**config.mk**
```make
export PLATFORM = sky130hd
export DESIGN_NAME = audio_sample_conditioner_flat
export DESIGN_NICKNAME = d
export VERILOG_FILES = /design/src/rtl/audio_sample_conditioner_if.sv /design/src/rtl/audio_sample_conditioner.sv /design/src/flat_wrapper.sv
export SDC_FILE = /design/constraint.sdc
export NUM_CORES = 1
export LEC_CHECK = 0
export ABC_AREA = 1
export CORE_MARGIN = 2
export CORE_UTILIZATION = 44
export DETAILED_ROUTE_END_ITERATION = 8
export MAX_ROUTING_LAYER = met4
export PLACE_DENSITY = 0.69
export SLEW_MARGIN = 20
export SYNTH_ARGS = -nofsm -noshare
export SYNTH_HDL_FRONTEND = slang
export SYNTH_SLANG_ARGS = --single-unit
```
**constraint.sdc**
```tcl
create_clock -name clk -period 8 [get_ports clk]
set_input_delay 2 -clock clk [delete_from_list [all_inputs] [get_ports clk]]
set_output_delay 2 -clock clk [all_outputs]
set_load 0.02 [all_outputs]
```
**src/rtl/audio_sample_conditioner_if.sv**
```systemverilog
// rtl/audio_sample_conditioner_if.sv - sample input controls and held stereo sample outputs
interface audio_sample_conditioner_if;
  logic               in_ce;
  logic signed [17:0] audio_l;
  logic signed [17:0] audio_r;
  logic [1:0]         volume;
  logic               mute;
  logic               clip_clr;
  logic signed [15:0] sample_l;
  logic signed [15:0] sample_r;
  logic               sample_valid;
  logic               clip_l;
  logic               clip_r;

  modport master (
    output in_ce, audio_l, audio_r, volume, mute, clip_clr,
    input  sample_l, sample_r, sample_valid, clip_l, clip_r
  );

  modport slave (
    input  in_ce, audio_l, audio_r, volume, mute, clip_clr,
    output sample_l, sample_r, sample_valid, clip_l, clip_r
  );
endinterface

```
**src/rtl/audio_sample_conditioner.sv**
```systemverilog
// rtl/audio_sample_conditioner.sv - IIR low-pass, 48 kHz decimation, 18->16 bit saturation, volume/mute
module audio_sample_conditioner #(
  parameter int CLK_HZ     = 31527954,
  parameter int AUDIO_HZ   = 48000,
  parameter int FILT_SHIFT = 4
) (
  input logic                       clk,
  input logic                       reset,
  audio_sample_conditioner_if.slave bus
);
  localparam int YW = 18 + FILT_SHIFT;
  localparam int IW = 19 + FILT_SHIFT;
  localparam logic [32:0] INC = 33'(AUDIO_HZ);
  localparam logic [32:0] LIM = 33'(CLK_HZ);
  localparam logic signed [YW-1:0] POS_MAX = YW'(32767);
  localparam logic signed [YW-1:0] NEG_MIN = -YW'(32768);

  logic [31:0]          acc_q, acc_d;
  logic [32:0]          acc_sum;
  logic                 tick_q, tick_d;
  logic signed [YW-1:0] yl_q, yl_d, yr_q, yr_d;
  logic                 s1_valid_q, s1_valid_d;
  logic signed [15:0]   s1_l_q, s1_l_d, s1_r_q, s1_r_d;
  logic                 sample_valid_q, sample_valid_d;
  logic signed [15:0]   sample_l_q, sample_l_d, sample_r_q, sample_r_d;
  logic                 clip_l_q, clip_l_d, clip_r_q, clip_r_d;
  logic [16:0]          sat_l, sat_r;

  // y + x - (y >>> FILT_SHIFT), evaluated one bit wider than the state
  function automatic logic signed [YW-1:0] filt_step(input logic signed [YW-1:0] y,
                                                      input logic signed [17:0] x);
    logic signed [YW-1:0] y_sh;
    logic signed [IW-1:0] y_ext, x_ext, sh_ext;
    y_sh   = y >>> FILT_SHIFT;
    y_ext  = {y[YW-1], y};
    x_ext  = {{(IW-18){x[17]}}, x};
    sh_ext = {y_sh[YW-1], y_sh};
    return YW'(y_ext + x_ext - sh_ext);
  endfunction

  // Returns {clipped, value}; (y >>> FILT_SHIFT) >>> 1 collapses to one floor shift
  function automatic logic [16:0] sat16(input logic signed [YW-1:0] y);
    logic signed [YW-1:0] h;
    h = y >>> (FILT_SHIFT + 1);
    if (h > POS_MAX)      return {1'b1, 16'h7fff};
    else if (h < NEG_MIN) return {1'b1, 16'h8000};
    else                  return {1'b0, h[15:0]};
  endfunction

  function automatic logic signed [15:0] apply_vol(input logic signed [15:0] s,
                                                   input logic [1:0] vol, input logic mute);
    if (mute) return '0;
    case (vol)
      2'd3:    return s;
      2'd2:    return s >>> 1;
      2'd1:    return s >>> 2;
      default: return '0;
    endcase
  endfunction

  always_comb begin
    acc_sum        = {1'b0, acc_q} + INC;
    acc_d          = acc_sum[31:0];
    tick_d         = 1'b0;
    yl_d           = yl_q;
    yr_d           = yr_q;
    sat_l          = sat16(yl_q);
    sat_r          = sat16(yr_q);
    s1_valid_d     = tick_q;
    s1_l_d         = s1_l_q;
    s1_r_d         = s1_r_q;
    sample_valid_d = 1'b0;
    sample_l_d     = sample_l_q;
    sample_r_d     = sample_r_q;
    clip_l_d       = bus.clip_clr ? 1'b0 : clip_l_q;
    clip_r_d       = bus.clip_clr ? 1'b0 : clip_r_q;

    if (acc_sum >= LIM) begin
      acc_d  = 32'(acc_sum - LIM);
      tick_d = 1'b1;
    end
    if (bus.in_ce) begin
      yl_d = filt_step(yl_q, bus.audio_l);
      yr_d = filt_step(yr_q, bus.audio_r);
    end
    // Stage 1 reads the filter state before this cycle's in_ce update; a new clip beats clip_clr
    if (tick_q) begin
      s1_l_d = sat_l[15:0];
      s1_r_d = sat_r[15:0];
      if (sat_l[16]) clip_l_d = 1'b1;
      if (sat_r[16]) clip_r_d = 1'b1;
    end
    if (s1_valid_q) begin
      sample_l_d     = apply_vol(s1_l_q, bus.volume, bus.mute);
      sample_r_d     = apply_vol(s1_r_q, bus.volume, bus.mute);
      sample_valid_d = 1'b1;
    end
  end

  always_ff @(posedge clk) begin
    if (reset) begin
      acc_q          <= '0;
      tick_q         <= 1'b0;
      yl_q           <= '0;
      yr_q           <= '0;
      s1_valid_q     <= 1'b0;
      s1_l_q         <= '0;
      s1_r_q         <= '0;
      sample_valid_q <= 1'b0;
      sample_l_q     <= '0;
      sample_r_q     <= '0;
      clip_l_q       <= 1'b0;
      clip_r_q       <= 1'b0;
    end else begin
      acc_q          <= acc_d;
      tick_q         <= tick_d;
      yl_q           <= yl_d;
      yr_q           <= yr_d;
      s1_valid_q     <= s1_valid_d;
      s1_l_q         <= s1_l_d;
      s1_r_q         <= s1_r_d;
      sample_valid_q <= sample_valid_d;
      sample_l_q     <= sample_l_d;
      sample_r_q     <= sample_r_d;
      clip_l_q       <= clip_l_d;
      clip_r_q       <= clip_r_d;
    end
  end

  assign bus.sample_l     = sample_l_q;
  assign bus.sample_r     = sample_r_q;
  assign bus.sample_valid = sample_valid_q;
  assign bus.clip_l       = clip_l_q;
  assign bus.clip_r       = clip_r_q;
endmodule

```
**src/flat_wrapper.sv**
```systemverilog
// flat-port wrapper written by rule: the top's interface ports become plain ports
module audio_sample_conditioner_flat 
#(
  parameter int CLK_HZ     = 31527954,
  parameter int AUDIO_HZ   = 48000,
  parameter int FILT_SHIFT = 4
)
  (clk, reset, bus_in_ce, bus_audio_l, bus_audio_r, bus_volume, bus_mute, bus_clip_clr, bus_sample_l, bus_sample_r, bus_sample_valid, bus_clip_l, bus_clip_r);
  audio_sample_conditioner_if bus_i ();
  input logic clk;
  input logic reset;
  input wire logic [$bits(bus_i.in_ce)-1:0] bus_in_ce;
  input wire logic [$bits(bus_i.audio_l)-1:0] bus_audio_l;
  input wire logic [$bits(bus_i.audio_r)-1:0] bus_audio_r;
  input wire logic [$bits(bus_i.volume)-1:0] bus_volume;
  input wire logic [$bits(bus_i.mute)-1:0] bus_mute;
  input wire logic [$bits(bus_i.clip_clr)-1:0] bus_clip_clr;
  output wire logic [$bits(bus_i.sample_l)-1:0] bus_sample_l;
  output wire logic [$bits(bus_i.sample_r)-1:0] bus_sample_r;
  output wire logic [$bits(bus_i.sample_valid)-1:0] bus_sample_valid;
  output wire logic [$bits(bus_i.clip_l)-1:0] bus_clip_l;
  output wire logic [$bits(bus_i.clip_r)-1:0] bus_clip_r;
  assign bus_i.in_ce = bus_in_ce;
  assign bus_i.audio_l = bus_audio_l;
  assign bus_i.audio_r = bus_audio_r;
  assign bus_i.volume = bus_volume;
  assign bus_i.mute = bus_mute;
  assign bus_i.clip_clr = bus_clip_clr;
  assign bus_sample_l = bus_i.sample_l;
  assign bus_sample_r = bus_i.sample_r;
  assign bus_sample_valid = bus_i.sample_valid;
  assign bus_clip_l = bus_i.clip_l;
  assign bus_clip_r = bus_i.clip_r;
  audio_sample_conditioner #(.CLK_HZ(CLK_HZ), .AUDIO_HZ(AUDIO_HZ), .FILT_SHIFT(FILT_SHIFT)) u_core (.clk(clk), .reset(reset), .bus(bus_i));
endmodule
```
== Word level (Yosys, flattened, before mapping) ==
Cells that the tools add are included.
Storage, ports and cells
  input port bits: 43
  logic and storage cells: 46
  register bits: 145
  output and inout bits: 35
Operators by class
  order comparisons: 5
  equality and inequality tests: 3
  add/sub/neg operators: 6
  muxes and demuxes: 20
Operators with widths (count)
  $pmux 16 s3: 2
  $mux 17: 4
  $mux 16: 3
  $add 22x18->22: 2
  $sub 22x18->22: 2
  $gt 17x16->1 const B: 2
  $lt 17x16->1 const B: 2
  $add 32x16->33 const B: 1
  $ge 33x25->1 const B: 1
  $mux 32: 1
  $sub 32x25->32 const B: 1
  $mux 1: 10
  $eq 2x2->1 const B: 2
  $eq 2x1->1 const B: 1

== Depth between registers and ports, before layout ==
  depth in word-level cells: 5
  mapped depth: 19
  mapped depth without buffers: 19

== Worst setup path before layout ==
OpenSTA, ideal clock, no wires.
  kind: input to register
  start: input bus_audio_l[2]
  end: register u_core.yl_q[21]
  setup time: 0.056 ns
  path slack: 3.888 ns
  data required time: 7.944 ns
  buffers on the path: 0
  cell stages on the path: 15
  data arrival time: 4.056 ns
  cells stage by stage: inv_1 fa_1 inv_1 ha_1 a21o_1 inv_1 o21ai_0 nand3_1 nand2_1 nand3_1 nand3_1 or2_2 nand3_1 nand2_1 inv_1
Between the ends
  cells in the longest elaborated chain, start to end: 2
Ends and longest elaborated chain
  start, declared: line flat_wrapper.sv:13  | input wire logic [$bits(bus_i.audio_l)-1:0] bus_audio_l;
  $add 22x18->22: line audio_sample_conditioner.sv:38  | return YW'(y_ext + x_ext - sh_ext);
  $sub 22x18->22: line audio_sample_conditioner.sv:38
  end signal, assigned: line audio_sample_conditioner.sv:117  | yl_q <= yl_d;
  end, declared: line audio_sample_conditioner.sv:21  | logic signed [YW-1:0] yl_q, yl_d, yr_q, yr_d;
No other way between the ends.
A chain may end at the register's enable or synchronous reset.

== Worst setup path in the final report ==
  start: input bus_audio_r[2]
  end: register u_core.yr_q[15]
Between the ends
  cells in the longest elaborated chain, start to end: 2
Ends and longest elaborated chain
  start, declared: line flat_wrapper.sv:14  | input wire logic [$bits(bus_i.audio_r)-1:0] bus_audio_r;
  $add 22x18->22: line audio_sample_conditioner.sv:38
  $sub 22x18->22: line audio_sample_conditioner.sv:38
  end signal, assigned: line audio_sample_conditioner.sv:118  | yr_q <= yr_d;
  end, declared: line audio_sample_conditioner.sv:21
No other way between the ends.

==> impl_metrics.ini <==
[yosys]
synth_compound_area_share_pct = 17.4
ys_types = 41
postSynthCellCount = 1684
synthAdderAreaFrac_pct = 13.3
synth_top_area_share_pct = 26.2
synth_mux_area_share_pct = 0
synth_top_family_by_area = simple AND/OR/NAND/NOR gates
seq_area_frac_synth_pct = 26.2
netlist_area_um2 = 11000
ys_ff_latch = 144
synth_warnings = 0
synth_area_leader_cell = dfxtp_1
synthXorXnorAreaFrac_pct = 4.15
syn-num-nets = 1819
post_synth_and_or_nand_nor_area_fraction_pct = 24.9
syn_avg_cell_area_um2 = 6.52
ys_top_cells_by_area = dfxtp_1, nand2_1, inv_1, a21oi_1, fa_1

[timing]
drv_slew = 0
rsz0062_at_grt = no
final_hold_viol_count = 0
tightestPinTransition_ps = 1010
fin_ws_ps = 3520
slew_headroom_pct = 32.7
max_clock_freq_mhz = 223
final.period_utilization_pct = 56.0
setup_violations = 0
finClkSkew_ps = 11.3
period_needed_ps = 4480
fin_tns_setup_ps = 0

[clock_tree]
cts.clk_slew.worst_paths_ps = 70
clk_latency_ps = 440
post_cts_buffers = 0
htree_levels = 4
cts_tree = yes
cts.repair.resized = 0
numCtsBuffers = 17
cts_buffer_depth = 2
cts_hold_repair.buffers = 0
cts_num_sinks = 144
cts-root-buf = clkbuf_16

[grt]
antenna_found_initial = 0
grt_max_degree = 74
grt-ovfl-total = 0
grt_pass1_wl_um = 47600
grt_pass1_vias = 9900
track_usage_pct = 22.9

[worst_setup_path]
slowest_stage = fa_1
cp.arrival_ps = 4790
crit_required_ps = 8320
r2r_slack_ps = 4580
startpoint_type = input pin
path_class = input pin to flip-flop
worstPathCellList = clkdlybuf4s50_1, inv_1, fa_1, inv_1, ha_1, a21o_1, inv_1, o21ai_0, a21oi_1, inv_1, nand3_1, a21oi_1, nor2_1, nand2_1, o211ai_1, inv_1
cp_num_buf_inv = 6
path_delay_family = adder cells
cp_max_fo = 5
slowest_delay_ps = 540
cpMostUsedCell = inv_1
end_kind = flip-flop

[route]
drc = 0
vias = 10500
ant_nets = 0
dr.pass1.iters = 5
wl_per_cell_um = 13.8
routed_wl_um = 28600
drt_iter0_markers = 762
vias_per_cell = 5.09

[die]
die_w_um = 162
num_rows = 57
dieArea_um2 = 26200
fp.coreArea_um2 = 24400
ios = 78
initial_core_util_pct = 45.0
die_h_um = 162

[place]
place_congestion = 0.958
io_buffers = 77
placedCellCount = 2033
dp_slack_ps = 3090
hpwl_um = 21900
postPlaceCellArea_um2 = 11900

[hold_path]
hold_class = flip-flop to flip-flop

[finish]
stdcell_area_um2 = 12500
drive_gt1_share_pct = 4.37
final_nets = 1863
areaGrowthSynthToFinish_pct = 14.0
final_cells = 2065
n_antenna_cell = 0

[power_and_ir_drop]
p_leak_nw = 5.90
power_mw = 5.82
power_density_nw_per_um2 = 465
peakVddDrop_uv = 268

[outcome]
outcome = finished, final reports clean

[flow_run]
maxCapViolations = 0
cell usage after synthesis:
cell type  instances
nand3_2            2
nand2_1          381
a21oi_4            1
and2_1             2
buf_6              2
nand2_4            1
nor2_4             2
fa_1              42
nand4_1           14
o22ai_1            6
ha_1              50
a221oi_1           4
dfxtp_1          144
a211oi_1           2
nor3_1            28
o21ai_0          124
buf_4              4
o21a_1             2
clkbuf_1          42
xnor2_1           19
xor2_1            33
clkinv_1           2
buf_2              2
a31oi_1            4
nor2_1            85
or2_2              1
a21oi_1          174
o221ai_1           6
inv_1            329
inv_2             13
nand3_1           99
nor3_2             1
nand2_2           11
nand3b_1           8
o21ai_1            1
o211ai_1          13
a21o_1             4
nor2_2             8
buf_1              5
or2_1              1
o21bai_1          12
per-layer routing:
layer  part of all wire, %  track usage (%)  vias up  routed length, µm
met5                     0                -        -                  0
met4                   1.6             6.15        0                449
met3                   4.5             3.24       35               1280
met2                    45             36.1      256              12800
met1                    49             30.9     4812              14100
li1                      -                -     5418                  -
worst paths after layout:
kind,startpoint,end,cells past startpoint
worst max-delay path,bus_audio_r[2],u_core.yr_q[15],16
worst min-delay path,u_core.bus.sample_r[9],u_core.bus.sample_r[9],2
worst max register to register,u_core.acc_q[7],u_core.acc_q[14],17
worst min register to register,u_core.bus.sample_r[9],u_core.bus.sample_r[9],2
cells in the final DEF, fill, tap and decap left out, drive strengths merged:
cell | netlist | routed
o22ai | 6 | 6
nor2 | 95 | 95
o211ai | 13 | 13
o21a | 2 | 2
or2 | 2 | 2
nand2 | 393 | 393
a221oi | 4 | 4
and2 | 2 | 2
a21oi | 175 | 175
nand4 | 14 | 14
fa | 42 | 42
a211oi | 2 | 2
clkbuf | 42 | 20
xor2 | 33 | 33
ha | 50 | 50
nand3 | 101 | 101
clkinvlp | 0 | 1
buf | 13 | 4
inv | 342 | 350
o21bai | 12 | 12
a31oi | 4 | 4
dfxtp | 144 | 144
o221ai | 6 | 6
nor3 | 29 | 29
o21ai | 125 | 125
nand3b | 8 | 8
clkinv | 2 | 5
a21o | 4 | 4
clkdlybuf4s50 | 0 | 76
xnor2 | 19 | 19
power by group:
group	internal (mW)	switching [mW]
logic	1.42	2.45
registers	0.933	0.220
clock network	0.428	0.359
total	2.78	3.03
worst reg2reg max path: stages, from the launching register on:
cell     delay (ps)
dfxtp_1         320
inv_2           110
ha_1            180
nand2_1          80
nand2_1         130
nand2_1         130
nand2_1          80
nand2_1         110
inv_2           100
nand2_1          60
nor2_2          180
nand2_2         110
nand2_1         110
nand2_2         130
a21oi_4         610
nand2_2         560
nand2_1         200
a21oi_1          80
area by class of cell:
class                      count  area (µm²)
clock buffer                  20         457
fill                        2482       11900
clock inverter                12         116
timing repair buffer          80         791
sequential                   144        2880
multi-input combinational   1141        6580
inverter                     344        1290
tap                          324         405
registers in the layout, indices dropped and copies added (netlist names):
signal / flops
u_core.acc_q: 31
u_core.bus.clip_l: 1
u_core.bus.clip_r: 1
u_core.bus.sample_l: 16
u_core.bus.sample_r: 16
u_core.bus.sample_valid: 1
u_core.s1_l_q: 16
u_core.s1_r_q: 16
u_core.s1_valid_d: 1
u_core.s1_valid_q: 1
u_core.yl_q: 22
u_core.yr_q: 22
through the flow:
step	util, %	hold WS (ps)
3_5_place_dp	49.0	460
5_1_grt	51.3	487
2_1_floorplan	-	439
6_report	51.3	466
3_3_place_gp	49.0	454
4_1_cts	51.3	470
logic make-up (layout without fill, tap and decap cells):
family,Yosys count,after routing
flip-flops,144,144
XOR/XNOR,52,52
AO/OA/AOI/OAI,353,353
buffers and inverters,399,456
AND/OR/NAND/NOR,644,644
adder cells (fa/ha/maj),92,92
No activity file was read; power rests on OpenSTA's default activity.
